$ cat src/rtl/uart_rx_controller.sv
// UART receive sequencer: synchronises rx, times start/data/stop bits, emits one byte per good frame.
// Optional even-parity bit between data and stop is enabled by defining UART_RX_PARITY_EN.
module uart_rx_controller #(
    parameter int unsigned CLKS_PER_BIT = 434,
    parameter int unsigned DATA_BITS    = 8
) (
    input  logic                 clk,
    input  logic                 reset,
    input  logic                 rx,
    output logic [DATA_BITS-1:0] rx_data,
    output logic                 rx_valid,
    output logic                 frame_err,
    output logic                 parity_err,
    output logic                 busy,
    output logic [3:0]           bit_count
);

    localparam logic [15:0] HALF_RELOAD = 16'(CLKS_PER_BIT / 2 - 1);
    localparam logic [15:0] FULL_RELOAD = 16'(CLKS_PER_BIT - 1);
    localparam logic [3:0]  BITS_FULL   = 4'(DATA_BITS);
    localparam logic [3:0]  BITS_LAST   = 4'(DATA_BITS - 1);

    typedef enum logic [2:0] {
        IDLE      = 3'd0,
        START     = 3'd1,
        DATA      = 3'd2,
`ifdef UART_RX_PARITY_EN
        PARITY    = 3'd3,
`endif
        STOP      = 3'd4,
        WAIT_IDLE = 3'd5
    } state_t;

`ifdef UART_RX_PARITY_EN
    // Even parity holds when data plus parity bit have an even number of ones.
    function automatic logic even_parity_ok(input logic [DATA_BITS-1:0] d, input logic p);
        return ~(^{d, p});
    endfunction
`endif

    state_t                 state_r, state_next_s;
    logic [1:0]             sync_r;
    logic                   rx_s;
    logic                   tick_s;
    logic [15:0]            baud_cnt_r, baud_next_s;
    logic [3:0]             bit_count_r, bit_next_s;
    logic [DATA_BITS-1:0]   shift_r, shift_next_s;
    logic [DATA_BITS-1:0]   rx_data_r, data_next_s;
    logic                   rx_valid_r, valid_next_s;
    logic                   frame_err_r, ferr_next_s;
    logic                   busy_r;
`ifdef UART_RX_PARITY_EN
    logic                   parity_err_r, perr_next_s;
    logic                   parity_ok_r, pok_next_s;
`endif

    assign rx_s   = sync_r[1];
    assign tick_s = (baud_cnt_r == 16'd0);

    // State, counters, datapath and output pulse registers.
    always_ff @(posedge clk) begin
        if (reset) begin
            state_r      <= IDLE;
            sync_r       <= 2'b11;
            baud_cnt_r   <= 16'd0;
            bit_count_r  <= 4'd0;
            shift_r      <= '0;
            rx_data_r    <= '0;
            rx_valid_r   <= 1'b0;
            frame_err_r  <= 1'b0;
            busy_r       <= 1'b0;
`ifdef UART_RX_PARITY_EN
            parity_err_r <= 1'b0;
            parity_ok_r  <= 1'b0;
`endif
        end else begin
            state_r      <= state_next_s;
            sync_r       <= {sync_r[0], rx};
            baud_cnt_r   <= baud_next_s;
            bit_count_r  <= bit_next_s;
            shift_r      <= shift_next_s;
            rx_data_r    <= data_next_s;
            rx_valid_r   <= valid_next_s;
            frame_err_r  <= ferr_next_s;
            busy_r       <= (state_next_s != IDLE);
`ifdef UART_RX_PARITY_EN
            parity_err_r <= perr_next_s;
            parity_ok_r  <= pok_next_s;
`endif
        end
    end

    // Next-state, counter reloads and pulse generation.
    always_comb begin
        state_next_s = state_r;
        baud_next_s  = tick_s ? 16'd0 : baud_cnt_r - 16'd1;
        bit_next_s   = bit_count_r;
        shift_next_s = shift_r;
        data_next_s  = rx_data_r;
        valid_next_s = 1'b0;
        ferr_next_s  = 1'b0;
`ifdef UART_RX_PARITY_EN
        perr_next_s  = 1'b0;
        pok_next_s   = parity_ok_r;
`endif
        case (state_r)
            IDLE: begin
                baud_next_s = 16'd0;
                if (!rx_s) begin
                    state_next_s = START;
                    baud_next_s  = HALF_RELOAD;
                    bit_next_s   = 4'd0;
                end else begin
                    state_next_s = IDLE;
                end
            end
            START: begin
                if (tick_s) begin
                    if (!rx_s) begin
                        state_next_s = DATA;
                        baud_next_s  = FULL_RELOAD;
                    end else begin
                        state_next_s = IDLE;
                        baud_next_s  = 16'd0;
                    end
                end else begin
                    state_next_s = START;
                end
            end
            DATA: begin
                if (tick_s) begin
                    shift_next_s = {rx_s, shift_r[DATA_BITS-1:1]};
                    bit_next_s   = (bit_count_r != BITS_FULL) ? bit_count_r + 4'd1 : bit_count_r;
                    baud_next_s  = FULL_RELOAD;
                    if (bit_count_r == BITS_LAST) begin
`ifdef UART_RX_PARITY_EN
                        state_next_s = PARITY;
`else
                        state_next_s = STOP;
`endif
                    end else begin
                        state_next_s = DATA;
                    end
                end else begin
                    state_next_s = DATA;
                end
            end
`ifdef UART_RX_PARITY_EN
            PARITY: begin
                if (tick_s) begin
                    pok_next_s   = even_parity_ok(shift_r, rx_s);
                    state_next_s = STOP;
                    baud_next_s  = FULL_RELOAD;
                end else begin
                    state_next_s = PARITY;
                end
            end
`endif
            STOP: begin
                if (tick_s) begin
                    baud_next_s = 16'd0;
                    if (rx_s) begin
                        state_next_s = IDLE;
`ifdef UART_RX_PARITY_EN
                        if (parity_ok_r) begin
                            data_next_s  = shift_r;
                            valid_next_s = 1'b1;
                        end else begin
                            perr_next_s  = 1'b1;
                        end
`else
                        data_next_s  = shift_r;
                        valid_next_s = 1'b1;
`endif
                    end else begin
                        state_next_s = WAIT_IDLE;
                        ferr_next_s  = 1'b1;
                    end
                end else begin
                    state_next_s = STOP;
                end
            end
            WAIT_IDLE: begin
                baud_next_s = 16'd0;
                if (rx_s) begin
                    state_next_s = IDLE;
                end else begin
                    state_next_s = WAIT_IDLE;
                end
            end
            default: begin
                state_next_s = IDLE;
                baud_next_s  = 16'd0;
            end
        endcase
    end

    assign rx_data    = rx_data_r;
    assign rx_valid   = rx_valid_r;
    assign frame_err  = frame_err_r;
    assign busy       = busy_r;
    assign bit_count  = bit_count_r;
`ifdef UART_RX_PARITY_EN
    assign parity_err = parity_err_r;
`else
    assign parity_err = 1'b0;
`endif

endmodule
$ cat config.mk
export PLATFORM = sky130hd
export DESIGN_NAME = uart_rx_controller
export DESIGN_NICKNAME = d
export VERILOG_FILES = /design/src/rtl/uart_rx_controller.sv
export SDC_FILE = /design/constraint.sdc
export NUM_CORES = 1
export LEC_CHECK = 0
export CORE_MARGIN = 4
export CORE_UTILIZATION = 30
export CTS_CLUSTER_DIAMETER = 40
export DETAILED_ROUTE_END_ITERATION = 10
export HOLD_SLACK_MARGIN = 0.06
export SETUP_SLACK_MARGIN = 0.02
export SLEW_MARGIN = 10
export SYNTH_ARGS = -nofsm -noshare
export SYNTH_HDL_FRONTEND = slang
export SYNTH_SLANG_ARGS = --single-unit
export TNS_END_PERCENT = 50
$ cat constraint.sdc
create_clock -name clk -period 1.7 [get_ports clk]
set_input_delay 0.425 -clock clk [delete_from_list [all_inputs] [get_ports clk]]
set_output_delay 0.425 -clock clk [all_outputs]
set_load 0.05 [all_outputs]
* Word level (Yosys, flattened, before mapping)
Index checks and enable logic that the tools add are counted.
** Operators by class
- Add/subtract/negate cells :: 2
- $mul :: 0
- Divide/modulo/power cells :: 0
- $lt $le $gt $ge :: 0
- Equality and inequality tests :: 9
- Shifts and indexed selects :: 0
- Multiplexer cells :: 20
- Bitwise operators :: 2
- Reductions and logical operators :: 8
** Operators with widths (number)
- $pmux 16 s4 :: 1
- $mux 16 :: 3
- $logic_not 16->1 :: 1
- $sub 16x1->16 const B :: 1
- $mux 3 :: 5
- $pmux 3 s5 :: 1
- $mux 4 :: 3
- $mux 9 :: 1
- $mux 8 :: 1
- $pmux 4 s2 :: 1
- $eq 3x3->1 const B :: 2
- $ne 2x2->1 const B :: 3
- $add 4x1->4 const B :: 1
- $eq 4x3->1 const B :: 1
- $ne 4x4->1 const B :: 1
- $reduce_and 4->1 :: 1
- $eq 3x1->1 const B :: 1
- $eq 3x2->1 const B :: 1
- $logic_not 3->1 :: 1
- $mux 1 :: 3
- $reduce_and 3->1 :: 1
- $reduce_bool 3->1 :: 1
- $reduce_or 3->1 :: 1
- $mux 2 :: 1
- 3 further kinds :: 4
** Storage, ports and cells
- Register bits :: 44
- Bits in latches :: 0
- RAM bits :: 0
- Memory bits (read-only) :: 0
- Bits of input ports :: 3
- Logic and storage cells :: 50
- Memories kept :: 0

* Logic depth before layout (Yosys ltp)
Gate-level depths: netlist (run 1).
- Word-level depth :: 5
- Depth in mapped cells :: 7
- Mapped depth without buffers :: 7

* Worst setup path after synthesis (run 1)
OpenSTA, ideal clock, no wires.
- Path type :: register to register
- From :: register baud_cnt_r[0]
- To :: register busy_r, in the netlist busy
- Library setup time :: 0.127 ns
- Arrival time :: 1.745 ns
- Required time :: 1.573 ns
- Setup slack :: -0.172 ns
- Stages on the path, launching flop included :: 8
- Path buffers :: 0
- Clock period less this slack :: 1.872 ns
- Cells stage by stage :: dfxtp_1 > inv_1 > ha_1 > nor4b_2 > and4_1 > mux2i_1 > a211oi_1 > or3_1
** On the way
- Cells in the longest elaborated chain, start to end :: 4
** RTL lines
- start: declaration :: RTL line 45 : logic [15:0] baud_cnt_r, baud_next_s;
- start signal: assignment :: RTL line 79 : baud_cnt_r <= baud_next_s;
- $logic_not 16->1 * :: RTL line 58 : assign tick_s = (baud_cnt_r == 16'd0);
- $mux 3 (on tied branches) :: RTL line 160, 118, 131
- $pmux 3 s5 * :: RTL line 106 : case (state_r)
- $reduce_bool 3->1 * :: RTL line 85 : busy_r <= (state_next_s != IDLE);
- end signal: assignment :: RTL line 85
- end: declaration :: RTL line 51 : logic busy_r;
Every way passes the cells marked *; elsewhere a longest branch is shown, timed or not.
A chain may end at the register's enable or synchronous reset.

* Worst setup path in the final report (run 1)
- From :: register baud_cnt_r[8]
- To :: register baud_cnt_r[7]
** On the way
- Cells in the longest elaborated chain, start to end :: 3
** RTL lines (RTL line)
- $logic_not 16->1 * :: 58
- $mux 16 (on tied branches) :: 160, 118, 131
- $pmux 16 s4 * :: 106
Marks and branches as above.

==> results of run 1 <==
-- kinds of logic after synthesis --
| family | after synthesis |
|---|---|
| DFF | 44 |
| xor gates and xnor gates | 14 |
| and+or+nand+nor | 106 |
| other | 1 |
| muxes | 10 |
| buffers and inverters | 15 |
| adders and majority gates | 3 |
| AOI/OAI and AO/OA | 29 |
-- placed cells by master, fill, tap and decap left out, types with 5 or more instances in the layout --
master     n
a21oi_2   11
buf_6      7
buf_4     49
dfxtp_1   37
clkbuf_8   6
dfxtp_2    6
buf_12     5
nor2_1    29
nand2_1   12
nor3_1     5
nand2_2   11
o21ai_1    6
xor2_1     7
mux2i_1    9
xnor2_1    7
-- per-layer routing --
metal  GRT usage, %  part of all wire (%)  up-vias
met5              0                     0        -
met1           14.7                    46      797
met2           18.6                    49       29
met3           2.75                   3.8        2
li1               -                     -      881
met4           4.59                   1.1        0
-- stage by stage --
step / instance area [µm²] / instances / setup WS (ns) / hold slack (ns)
global placement: 2600 / 346 / -0.149 / 0.403
global route: 2960 / 360 / -0.202 / 0.460
finish: 2960 / 360 / -0.145 / 0.418
CTS: 2790 / 359 / -0.107 / 0.424
floorplan: 2060 / 222 / -0.0405 / 0.389
detailed placement: 2600 / 346 / -0.152 / 0.400
-- how the worst min path moves through the flow --
stage | endpoint | slack [ns] | depth (start not counted)
after CTS | sync_r[1] | 0.42 | 1
final | sync_r[1] | 0.42 | 1
after global placement | sync_r[1] | 0.40 | 1
after floorplan | sync_r[1] | 0.39 | 1
after detailed placement | sync_r[1] | 0.40 | 1
after global routing | sync_r[1] | 0.46 | 1
-- registers in the layout, indices dropped and copies added, names as in the netlist --
signal and flops:
rx_valid 1, baud_cnt_r 16, rx_data 8, bit_count 4, state_r 3, sync_r 2, busy 1, shift_r 8
frame_err 1
-- layout make-up --
cell class / instances / area (µm²) / share of cell area [%]
inverter: 4 / 15.0 / 0.507
multi-input combinational: 163 / 1260 / 42.4
tap: 77 / 96.3 / 3.25
timing repair buffer: 64 / 582 / 19.6
sequential: 44 / 892 / 30.1
clock inverter: 2 / 38.8 / 1.31
clock buffer: 6 / 82.6 / 2.79
-- cells in the mapped netlist, types with 4 or more instances --
| cell type | count |
|---|---|
| dfxtp_1 | 44 |
| nor2_1 | 31 |
| nand2_1 | 26 |
| a21oi_1 | 12 |
| mux2i_1 | 10 |
| xnor2_1 | 7 |
| xor2_1 | 7 |
| clkbuf_1 | 6 |
| nor3_1 | 6 |
| nand3_1 | 5 |
| inv_1 | 4 |
| nand2b_1 | 4 |
| nand3b_1 | 4 |
| nor4_4 | 4 |
| o21ai_0 | 4 |
| or3_1 | 4 |
-- power by group through the flow --
stage / Sequential [W] / Combinational, W / Clock (W)
floorplan: 0.00111 / 0.000417 / 0
global placement: 0.00110 / 0.000671 / 0
detailed placement: 0.00110 / 0.000678 / 0
CTS: 0.00108 / 0.000711 / 0.000861
global route: 0.00108 / 0.000851 / 0.000907
finish: 0.00108 / 0.000783 / 0.000833
-- critical path: stages, from the launching register on --
cell	delay [ns]
dfxtp_4	0.36
or4_4	0.57
nor4_4	0.32
nand2_2	0.13
a31oi_4	0.24
o31ai_2	0.10
-- what timing repair did --
action / 4_1_cts / 5_1_grt
hold buffers: 0 / 0
setup buffers: 5 / 1
gates resized for setup: 10 / 49
setup endpoints to repair: 22 / 38
gates cloned: 0 / 0
pin swaps: 8 / 18
==> impl_results.md, run 1 <==
* Avg Vias per Cell at about 4.7
* WL final at 4590 µm
* Setup Skew at 0.0126 ns
* Worst Hold Class: reg2reg
* Part of the power in registers at roughly two fifths
* Post-synthesis adder-cell area fraction at under 10%
* Tot Pwr at between 0.002 and 0.003 W
* Worst path required time at 1.87 ns
* R2R Path Start: baud_cnt_r[8]
* CP Capture Point: baud_cnt_r[7]
* Syn_area_per_cell at roughly 9.1 µm²
* Status: finished with violations
* Number of global-route vias before repair at between 1500 and 2000
* Most common flop cell mapped by yosys: dfxtp_1
* Top post-synthesis cells by area: dfxtp_1 44%, nor2_1 5.8%, mux2i_1 5.0%, nand2_1 4.8%, nor4_4 4.2%
* Mapped Nets at 228
* Via count at between 1500 and 2000
* First-pass GRT wire length at 7670 µm
* Post-synth EDFFs at 0
* Net switching power of the design at between 0.0007 and 0.0008 W
* RSZ-0062 raised after global routing: yes
* I/O pins at 19
* Die area at 8090 µm²
* Rows at 29
* Post-synthesis async set-or-reset flop share at 0%
* Largest net degree at the start of global routing at 21
* Antenna fix cells at 0
* Distinct cells, synth at 45
* Power Density at 910 nW/µm²
* Setup slack on the worst flop-to-flop path at -0.15 ns
* Biggest area consumer among synthesized cells: dfxtp_1
* Clock slew at reported path FFs at approximately 0.09 ns
* Maximum fanout along the worst path at 5
* Fin crit share at 109%
* Die W at roughly 90 µm
* Area grow syn2layout at 47.2%
* CP Capture Type: flop
* Number of synthesized register bits at 44
* Post-synthesis mux area share at 4.97%
* Critical path type: reg2reg
* Routed len/inst at between 10 and 15 µm
* Mapped Cells at 222
* Worst skew pair latency at just under 0.3 ns
* Input/output buffers at 17
* Util after Layout at a little under half
* Antenna violations before repair at 0
* DRT antenna net count at 0
* Cell internal pwr at between 0.0015 and 0.002 W
* Arrival time worst endpoint at 2.01 ns
* Die height at 89.9 µm
* CTS H-Tree Depth at 2
* Post-Synth XOR/XNOR Area at under 10%
* Fraction of layout instances using a drive strength above 1 at roughly 47%
* Max Freq at ~540 MHz
* Drt first-iter violations at 48
* Placer Congestion at approximately 0.81
* Filler cells at 614
* Synthesis Warnings at 0
* Switching Share at about 28%
* Overall Global Routing Usage at 11.5%
* Inserted Clock Buffers at 5
* Complex-gate fraction of the synthesized area at a little under a tenth
* Sequential fraction of the synthesis area at 43.8%
* Worst Setup Slack, final at -0.145 ns
* Combinational Power Share at 29.0%
* Detail Placement HPWL at ~3100 µm
* Clk pwr share at between 30% and 40%
* Max-Cap Viols at 0
* Final setup violation count at 19
* Grt total ovfl at 0
* Failing checks: negative setup slack
* Post-synthesis simple-gate area fraction at a little under a third
* Core area at 6420 µm²
* Yosys top cell area share at 43.8%
* Main combinational cell family by area after synthesis: simple AND/OR/NAND/NOR gates
* Critical path startpoint category: flop
* CTS Buffer Depth at 2
* Drt pass-1 iters at 4
* CTS tree: yes
* Synthesized area at a little over 2000 µm²
* Final Hold Vio Count at 0
* Worst r2r dst: baud_cnt_r[7]
* Starting Density at a little under a third
* Worst vdd ir at between 0.4 and 0.5 mV
* CTS Root Buffer Type: clkbuf_8
* Max-slew violations at 0
* Remaining DRCs at 0
* Critical path launch point: baud_cnt_r[8]
* Setup Total Neg Slack at -1.22 ns
* Hold path start: sync_r[0]
* CTS Sinks at 44
* Final nets at about 290
* P_leak at around 1.3 nW
* FF-to-FF path depth at 5
* Tmin final at approximately 1.8 ns
No activity file was read; power rests on OpenSTA's default activity.
==> inputs of run 2 (changes only) <==
--- a/config.mk
+++ b/config.mk
@@ -11,6 +11,7 @@
 export DETAILED_ROUTE_END_ITERATION = 10
 export HOLD_SLACK_MARGIN = 0.06
 export SETUP_SLACK_MARGIN = 0.02
+export SKIP_CTS_REPAIR_TIMING = 1
 export SLEW_MARGIN = 10
 export SYNTH_ARGS = -nofsm -noshare
 export SYNTH_HDL_FRONTEND = slang
==> impl_results.md, run 2 (synthesis results as in run 1) <==
* CTS H-Tree Depth at 2
* Core area at between 6000 and 7000 µm²
* Drt pass-1 iters at 5
* CTS tree: yes
* Remaining DRCs at 0
* Tot Pwr at 0.00263 W
* RSZ-0062 raised after global routing: yes
* Commonest non-fill, non-tap cell in the layout: buf_4
* CTS Sinks at 44
* Starting Density at between 30% and 40%
* Status: finished with violations
* CTS Root Buffer Type: clkbuf_8
* Switching Share at between 20 and 30%
* Area grow syn2layout at 39.8%
* Family with the most delay on the worst path: simple AND/OR/NAND/NOR gates
* Setup Skew at roughly 0.011 ns
* Routed len/inst at 12.2 µm
* Placer Congestion at between 0.8 and 0.9
* DRT antenna net count at 0
* Util after Layout at between 40% and 50%
* Clk pwr share at a little under a third
* P_leak at about 1.1 nW
* Grt total ovfl at 0
* Input/output buffers at 17
* Number of buffers and inverters on the critical path at 0
* Drt first-iter violations at 70
* Die area at slightly above 8000 µm²
* Placed Area at 2600 µm²
* Failing checks: negative setup slack
* Maximum fanout along the worst path at 5
* Detail Placement HPWL at between 3000 and 4000 µm
* Tmin final at around 1.8 ns
* CP Capture Type: flop
* Final nets at ~280
* Antenna violations before repair at 0
* Avg Vias per Cell at 4.79
* Clock slew at reported path FFs at 0.09 ns
* CTS Buffer Depth at 2
* Final setup violation count at 11
* Max-Cap Viols at 0
* Net switching power of the design at 0.000722 W
* Worst Setup Slack, final at -0.127 ns
* Number of global-route vias before repair at ~1600
* Part of the power in registers at 41.1%
* Largest Register: baud_cnt_r
* Worst skew pair latency at approximately 0.29 ns
* Post-route cell area at roughly 2800 µm²
* Rows at 29
* Combinational Power Share at 27.2%
* Largest net degree at the start of global routing at 21
* Critical path type: reg2reg
* Worst vdd ir at about 0.43 mV
* Setup Total Neg Slack at -1.03 ns
* Most frequent cells in the layout: 51 x buf_4, 38 x dfxtp_1, 30 x nor2_1, 25 x nand2_1, 9 x mux2i_1
* CP cell instances: or4_4, nor4_4, nand2_2, a31oi_4, o21ai_1
* Number of flip-flops in the largest register at 16
* Inserted Clock Buffers at 5
* Worst path slowest cell: or4_4
* Arrival time worst endpoint at between 1.5 and 2 ns
* Antenna fix cells at 0
* Worst path required time at roughly 1.9 ns
* Fraction of layout instances using a drive strength above 1 at between 30% and 40%
* Die W at approximately 90 µm
* I/O pins at 19
* Critical path startpoint category: flop
* Max-slew violations at 0
* Fin crit share at 107%
* Cell internal pwr at roughly 0.0019 W
* WL final at 4340 µm
* Max Freq at around 550 MHz
* First-pass GRT wire length at approximately 7300 µm
* Power Density at approximately 930 nW/µm²
* Final Hold Vio Count at 0
* Critical Path Max Stage Delay at between 0.5 and 0.6 ns
* Pre-CTS setup slack at -0.152 ns
* Overall Global Routing Usage at a little over a tenth
* Via count at around 1700
* Die height at around 90 µm
* Worst Hold Class: reg2reg
==> run 2: cell types whose count changed in the layout (fill, tap and decap cells not counted), moves of 4 or more <==
cell | previous run | this run
buf_6 | 7 | 2
a21oi_1 | 1 | 5
nand2_1 | 12 | 25
nand2_4 | 4 | 0
a21oi_2 | 11 | 7
nand2_2 | 11 | 2
==> run 2: layer usage <==
metal,part of all wire [%],track usage (%),vias up
met2,47,17.2,35
met3,3.9,2.75,2
met4,1.1,4.59,0
met5,0,0,-
li1,-,-,876
met1,47,14.2,791
==> run 2: power by group through the flow <==
| stage | logic (W) | registers (W) | clock network (W) |
|---|---|---|---|
| 2_1_floorplan | 0.000417 | 0.00111 | 0 |
| 3_3_place_gp | 0.000671 | 0.00110 | 0 |
| 3_5_place_dp | 0.000678 | 0.00110 | 0 |
| 4_1_cts | 0.000682 | 0.00108 | 0.000861 |
| 5_1_grt | 0.000783 | 0.00108 | 0.000906 |
| 6_report | 0.000716 | 0.00108 | 0.000833 |
==> run 2: stage by stage <==
stage	hold slack [ns]	instances
global route	0.460	356
finish	0.419	356
floorplan	0.389	222
detailed placement	0.400	346
global placement	0.403	346
CTS	0.424	354
==> run 2: layout make-up <==
| class | count | area (µm²) |
|---|---|---|
| timing repair buffer | 60 | 526 |
| inverter | 4 | 15.0 |
| fill | 627 | 3610 |
| clock buffer | 6 | 82.6 |
| clock inverter | 2 | 38.8 |
| sequential | 44 | 891 |
| tap | 77 | 96.3 |
| multi-input combinational | 163 | 1160 |
==> run 2: final timing paths <==
kind	end	slack (ns)	cells after the start	from
setup / recovery	baud_cnt_r[4]	-0.13	5	baud_cnt_r[8]
hold / removal	sync_r[1]	0.42	1	sync_r[0]
setup reg to reg	baud_cnt_r[4]	-0.13	5	baud_cnt_r[8]
hold reg to reg	sync_r[1]	0.42	1	sync_r[0]
==> RTL change 1, RTL diff (config.mk and constraints of run 2) <==
The 5 states of `state_t` get a Gray code encoding in 3 bits.
--- a/src/rtl/uart_rx_controller.sv
+++ b/src/rtl/uart_rx_controller.sv
@@ -23,5 +23,5 @@
     typedef enum logic [2:0] {
-        IDLE      = 3'd0,
-        START     = 3'd1,
-        DATA      = 3'd2,
+        IDLE      = 3'b000,
+        START     = 3'b001,
+        DATA      = 3'b011,
 `ifdef UART_RX_PARITY_EN
@@ -29,4 +29,4 @@
 `endif
-        STOP      = 3'd4,
-        WAIT_IDLE = 3'd5
+        STOP      = 3'b010,
+        WAIT_IDLE = 3'b110
     } state_t;
Function: same outputs for any inputs over 10 cycles, from zero or initial values and one cycle with reset high; not proved beyond that.
==> RTL change 1 against run 2 <==
The run still ends with setup timing left; synthesized cell count rose by 3.6%; total power fell by 8.9%; routed wire length rose by 4.1%; area after synthesis fell by 3.5%; sequential cell count did not move; cell area fell by 2.4%; worst setup slack improved by 38 ps; die area fell by 3.2%.
==> RTL change 1: results (changes against run 2) <==
Run status:
- The run finished, with violations left.
- The final reports fail on setup timing.

Timing:
- The setup slack of the critical path after layout is -88.7 ps (+38.2 ps).
- The final total negative setup slack is -416 ps (+613 ps).
- The setup-violating endpoint count in the final report is 8 (-3).
- The worst clock skew came to 6.70 ps (-4.75 ps).

Drt:
- The number of detailed-route iterations in the first pass is 4 (-1).
- The post-detailed-route wirelength per cell was 12.4 um (+1.5%).
- The via total after detailed routing is 1,800 (+5.6%).
- The first-iteration detailed-routing DRC count came to 69 (-1.4%).

Place:
- The setup slack at placement came to -127 ps (+24.9 ps).
- The placement-stage cell area was 2520 um2 (-3.0%).
- The total half-perimeter wirelength after legalization and detailed placement is 3200 um (+1.8%).
- The global placer's final weighted congestion is 0.774 (-3.9%).
- The cell count after placement is 353 (+2.0%).

Yosys:
- The number of nets produced by synthesis is 236 (+3.5%).
- The number of distinct library cell variants in the gate-level netlist after synthesis came to 42 (-6.7%).
- Sorting the synthesized cells by area gives the leading types as dfxtp_1 (45%), a21oi_1 (6.4%), o21ai_0 (6.4%).
- The post-synthesis average cell area came to 8.45 um2 (-6.8%).
- The share of synthesized area occupied by flip-flops and latches is 45.3% (+1.6 points).
- Counting instances in the post-synthesis netlist gives the leading cell types as dfxtp_1 (44), a21oi_1 (25), o21ai_0 (25).

Finish:
- The filler-free cell count of the finished design is 365 (+2.5%).
- The net count reported at finish is 293 (+3.2%).
- The layout cell share with drive strength beyond 1 is 35.8% (-2.6 points).

Setup path:
- The end of the worst register-to-register path is baud_cnt_r[13].
- The signal arrival time at the worst endpoint is 2030 ps (+40 ps).
- The startpoint identified for the worst register-to-register timing path is baud_cnt_r[1].
- The worst reg-to-reg path cell count is 4 (-1).

Pwr:
- The cell leakage power is 0.00109 uW (-4.9%).

GRT:
- The total routing usage reported by global routing is 11.8% (+0.86 points).
- The pin count of the biggest net entering global routing came to 18 (-14%).
- The number of global-route vias before repair was 1,686 (+4.3%).
- The global-route wire length before repair is 7390 um (+0.85%).

Worst hold path:
- For hold timing, the worst endpoint is sync_r[1].
-- RTL change 1: worst max-delay path by stage --
stage	startpoint	end	slack [ps]	depth (start not counted)
after floorplan	baud_cnt_r[1]	baud_cnt_r[13]	-30	4
after global placement	reset	baud_cnt_r[3]	-110	6
after detailed placement	reset	baud_cnt_r[3]	-130	6
after CTS	baud_cnt_r[1]	baud_cnt_r[7]	-120	7
after global routing	baud_cnt_r[1]	bit_count[0]	-180	7
final	baud_cnt_r[1]	baud_cnt_r[13]	-90	4
-- RTL change 1: logic make-up (layout without fill, tap and decap cells) --
logic type      Yosys count  count (layout)  synth area share, %
flops                    44              44                 45.3
xor+xnor                 10              10                 4.51
fa+ha+maj                 3               3                 1.93
compound gates           62              62                 17.6
other cells               1               1                0.193
mux                       1               1                0.579
buf+inv                  22              80                 4.64
simple gates             87              87                 25.2
-- RTL change 1: area by class of cell --
cell class	count	area [um2]
clock buffer	5	68.8
timing repair buffer	65	554
fill	652	3570
sequential	44	890
clock inverter	3	46.3
tap	77	96.3
inverter	7	26.3
multi-input combinational	164	1070
-- RTL change 1: stage by stage --
stage | hold WS, ps | power, uW
floorplan | 389 | 1330
global placement | 396 | 1490
detailed placement | 396 | 1490
CTS | 417 | 2330
global route | 450 | 2490
finish | 415 | 2390
-- RTL change 1: power breakdown --
group,internal [uW],leakage (uW),total (uW),switching (uW)
sequential,1040,0.000359,1060,13.5
clock,443,0.0000548,845,401
combinational,245,0.000678,491,246
total,1730,0.00109,2390,661
-- RTL change 1: critical path: stages (launching register included) --
cell and delay, ps:
dfxtp_2 340, or4_4 530, or3_4 370, or3_1 360, a21oi_1 130
-- RTL change 1: metal layers --
| layer | vias up | routed length, um | global-route usage, % |
|---|---|---|---|
| li1 | 937 | - | - |
| met1 | 839 | 2240 | 15.8 |
| met2 | 19 | 2060 | 18.5 |
| met4 | 0 | 53 | 2.88 |
| met5 | - | 0 | 0 |
| met3 | 5 | 157 | 3.82 |
==> RTL change 2, RTL diff (settings of run 2) <==
Made on the original files. Change the parameter `DATA_BITS` from 8 to 6.
--- a/src/rtl/uart_rx_controller.sv
+++ b/src/rtl/uart_rx_controller.sv
@@ -4,3 +4,3 @@
     parameter int unsigned CLKS_PER_BIT = 434,
-    parameter int unsigned DATA_BITS    = 8
+    parameter int unsigned DATA_BITS    = 6
 ) (
Interface: changed (resized rx_data); port bits go from 19 to 17. The function was not compared with the original's and may differ.
==> RTL change 2 against run 2 <==
The run still ends with setup timing left; count of clock-buffer cells in the layout decreased by 1; total power fell by 6.4%; combinational power is 5.6% lower; global-route usage increased by 0.91 points; area after synthesis decreased by 8.2%; routed wire length shrank 5.7%; worst setup slack worse by 280 ps; critical path depth up 2; fmax down 13%; cell area down 7.5%; die area fell by 7.5%; sequential cell count is 4 lower.
==> RTL change 2: results (changes against run 2) <==
GRT:
- The number of global-route vias before repair is 1,601 (-0.93%).
- The total routing usage reported by global routing is 11.8% (+0.91 points).

Place:
- The total half-perimeter wirelength after legalization and detailed placement is 3020 um (-3.8%).
- The number of port buffers is 15 (-2).
- The placement-stage cell area was 2430 um2 (-6.5%).

Finish:
- The layout cell share with drive strength beyond 1 is 36.2% (-2.1 points).
- The area of all sequential standard cells is 803 um2 (-9.8%).
- The net count reported at finish was 260 (-8.5%).
- The clock tree buffer count of the final layout is 5 (-1).

Yosys:
- By count the netlist is led by dfxtp_1 (40), nor2_1 (33), mux2i_1 (12).
- The share of synthesized area occupied by flip-flops and latches is 43.3% (-0.42 points).
- Sorting the synthesized cells by area gives the leading types as dfxtp_1 (43%), nor2_1 (6.7%), mux2i_1 (6.5%).
- The number of nets produced by synthesis is 210 (-7.9%).

Drt:
- The via count normalized by instance count is 4.85 (+1.4%).

Pwr:
- The sequential cell fraction of total power came to 39.7% (-1.4 points).
- The worst voltage drop across the vdd grid came to 476 uV (+11%).
- The power in the clock group is 808 uW (-3.0%).
- The net switching power of the design is 717 uW (-0.81%).

Timing:
- The setup-violating endpoint count in the final report is 38 (+27).
- The worst clock skew is 7.36 ps (-4.09 ps).
- The setup slack of the critical path after layout is -410 ps (-283 ps).

Setup path:
- The top fanout value on the critical path was 7 (+2).
- The worst reg-to-reg path cell count is 7 (+2).

Run status:
- The final reports fail on setup timing.
- The run finished, with violations left.
[RTL change 2: cell count changes in the layout (fill, tap and decap cells not counted), moves of 3 or more]
cell     before  now
nand2_1      25    6
a21oi_2       7    3
buf_4        51   47
dfxtp_2       5    2
mux2i_1       9   12
nand3_1       5    2
nor2_1       30   33
nor4_1        1    4
or4_4         2    5
[RTL change 2: worst max-delay path by stage]
| stage | startpoint | to |
|---|---|---|
| 2_1_floorplan | baud_cnt_r[1] | busy |
| 3_3_place_gp | baud_cnt_r[1] | baud_cnt_r[12] |
| 3_5_place_dp | baud_cnt_r[1] | baud_cnt_r[14] |
| 4_1_cts | baud_cnt_r[1] | baud_cnt_r[12] |
| 5_1_grt | baud_cnt_r[1] | busy |
| 6_report | baud_cnt_r[1] | busy |
[RTL change 2: logic make-up after synthesis]
group / after synthesis / synth area share (%)
mux: 12 / 6.50
xor+xnor: 15 / 7.11
simple gates: 88 / 27.1
fa+ha+maj: 4 / 2.71
flops: 40 / 43.3
compound gates: 26 / 8.80
buf+inv: 17 / 4.20
other cells: 1 / 0.203
[RTL change 2: per-stage QoR]
stage          TNS [ps]  worst slack (ps)  cells  utilization, %
2_1_floorplan    -10940              -452    203               -
3_3_place_gp     -11420              -394    320            40.8
3_5_place_dp     -11640              -432    320            40.8
4_1_cts          -12120              -449    328            42.7
5_1_grt          -13980              -482    329            43.7
6_report         -10630              -410    329            43.7
[RTL change 2: metal layers]
metal,vias up,GRT usage [%]
li1,809,-
met1,751,15.0
met2,26,18.2
met3,11,2.85
met4,0,7.22
met5,-,0
[RTL change 2: critical path: cells and delay by family (launching register included)]
| kind | cells | cell delay [ps] |
|---|---|---|
| buf+inv | 1 | 60 |
| compound gates | 3 | 530 |
| flops | 1 | 330 |
| simple gates | 2 | 970 |
| fa+ha+maj | 1 | 120 |
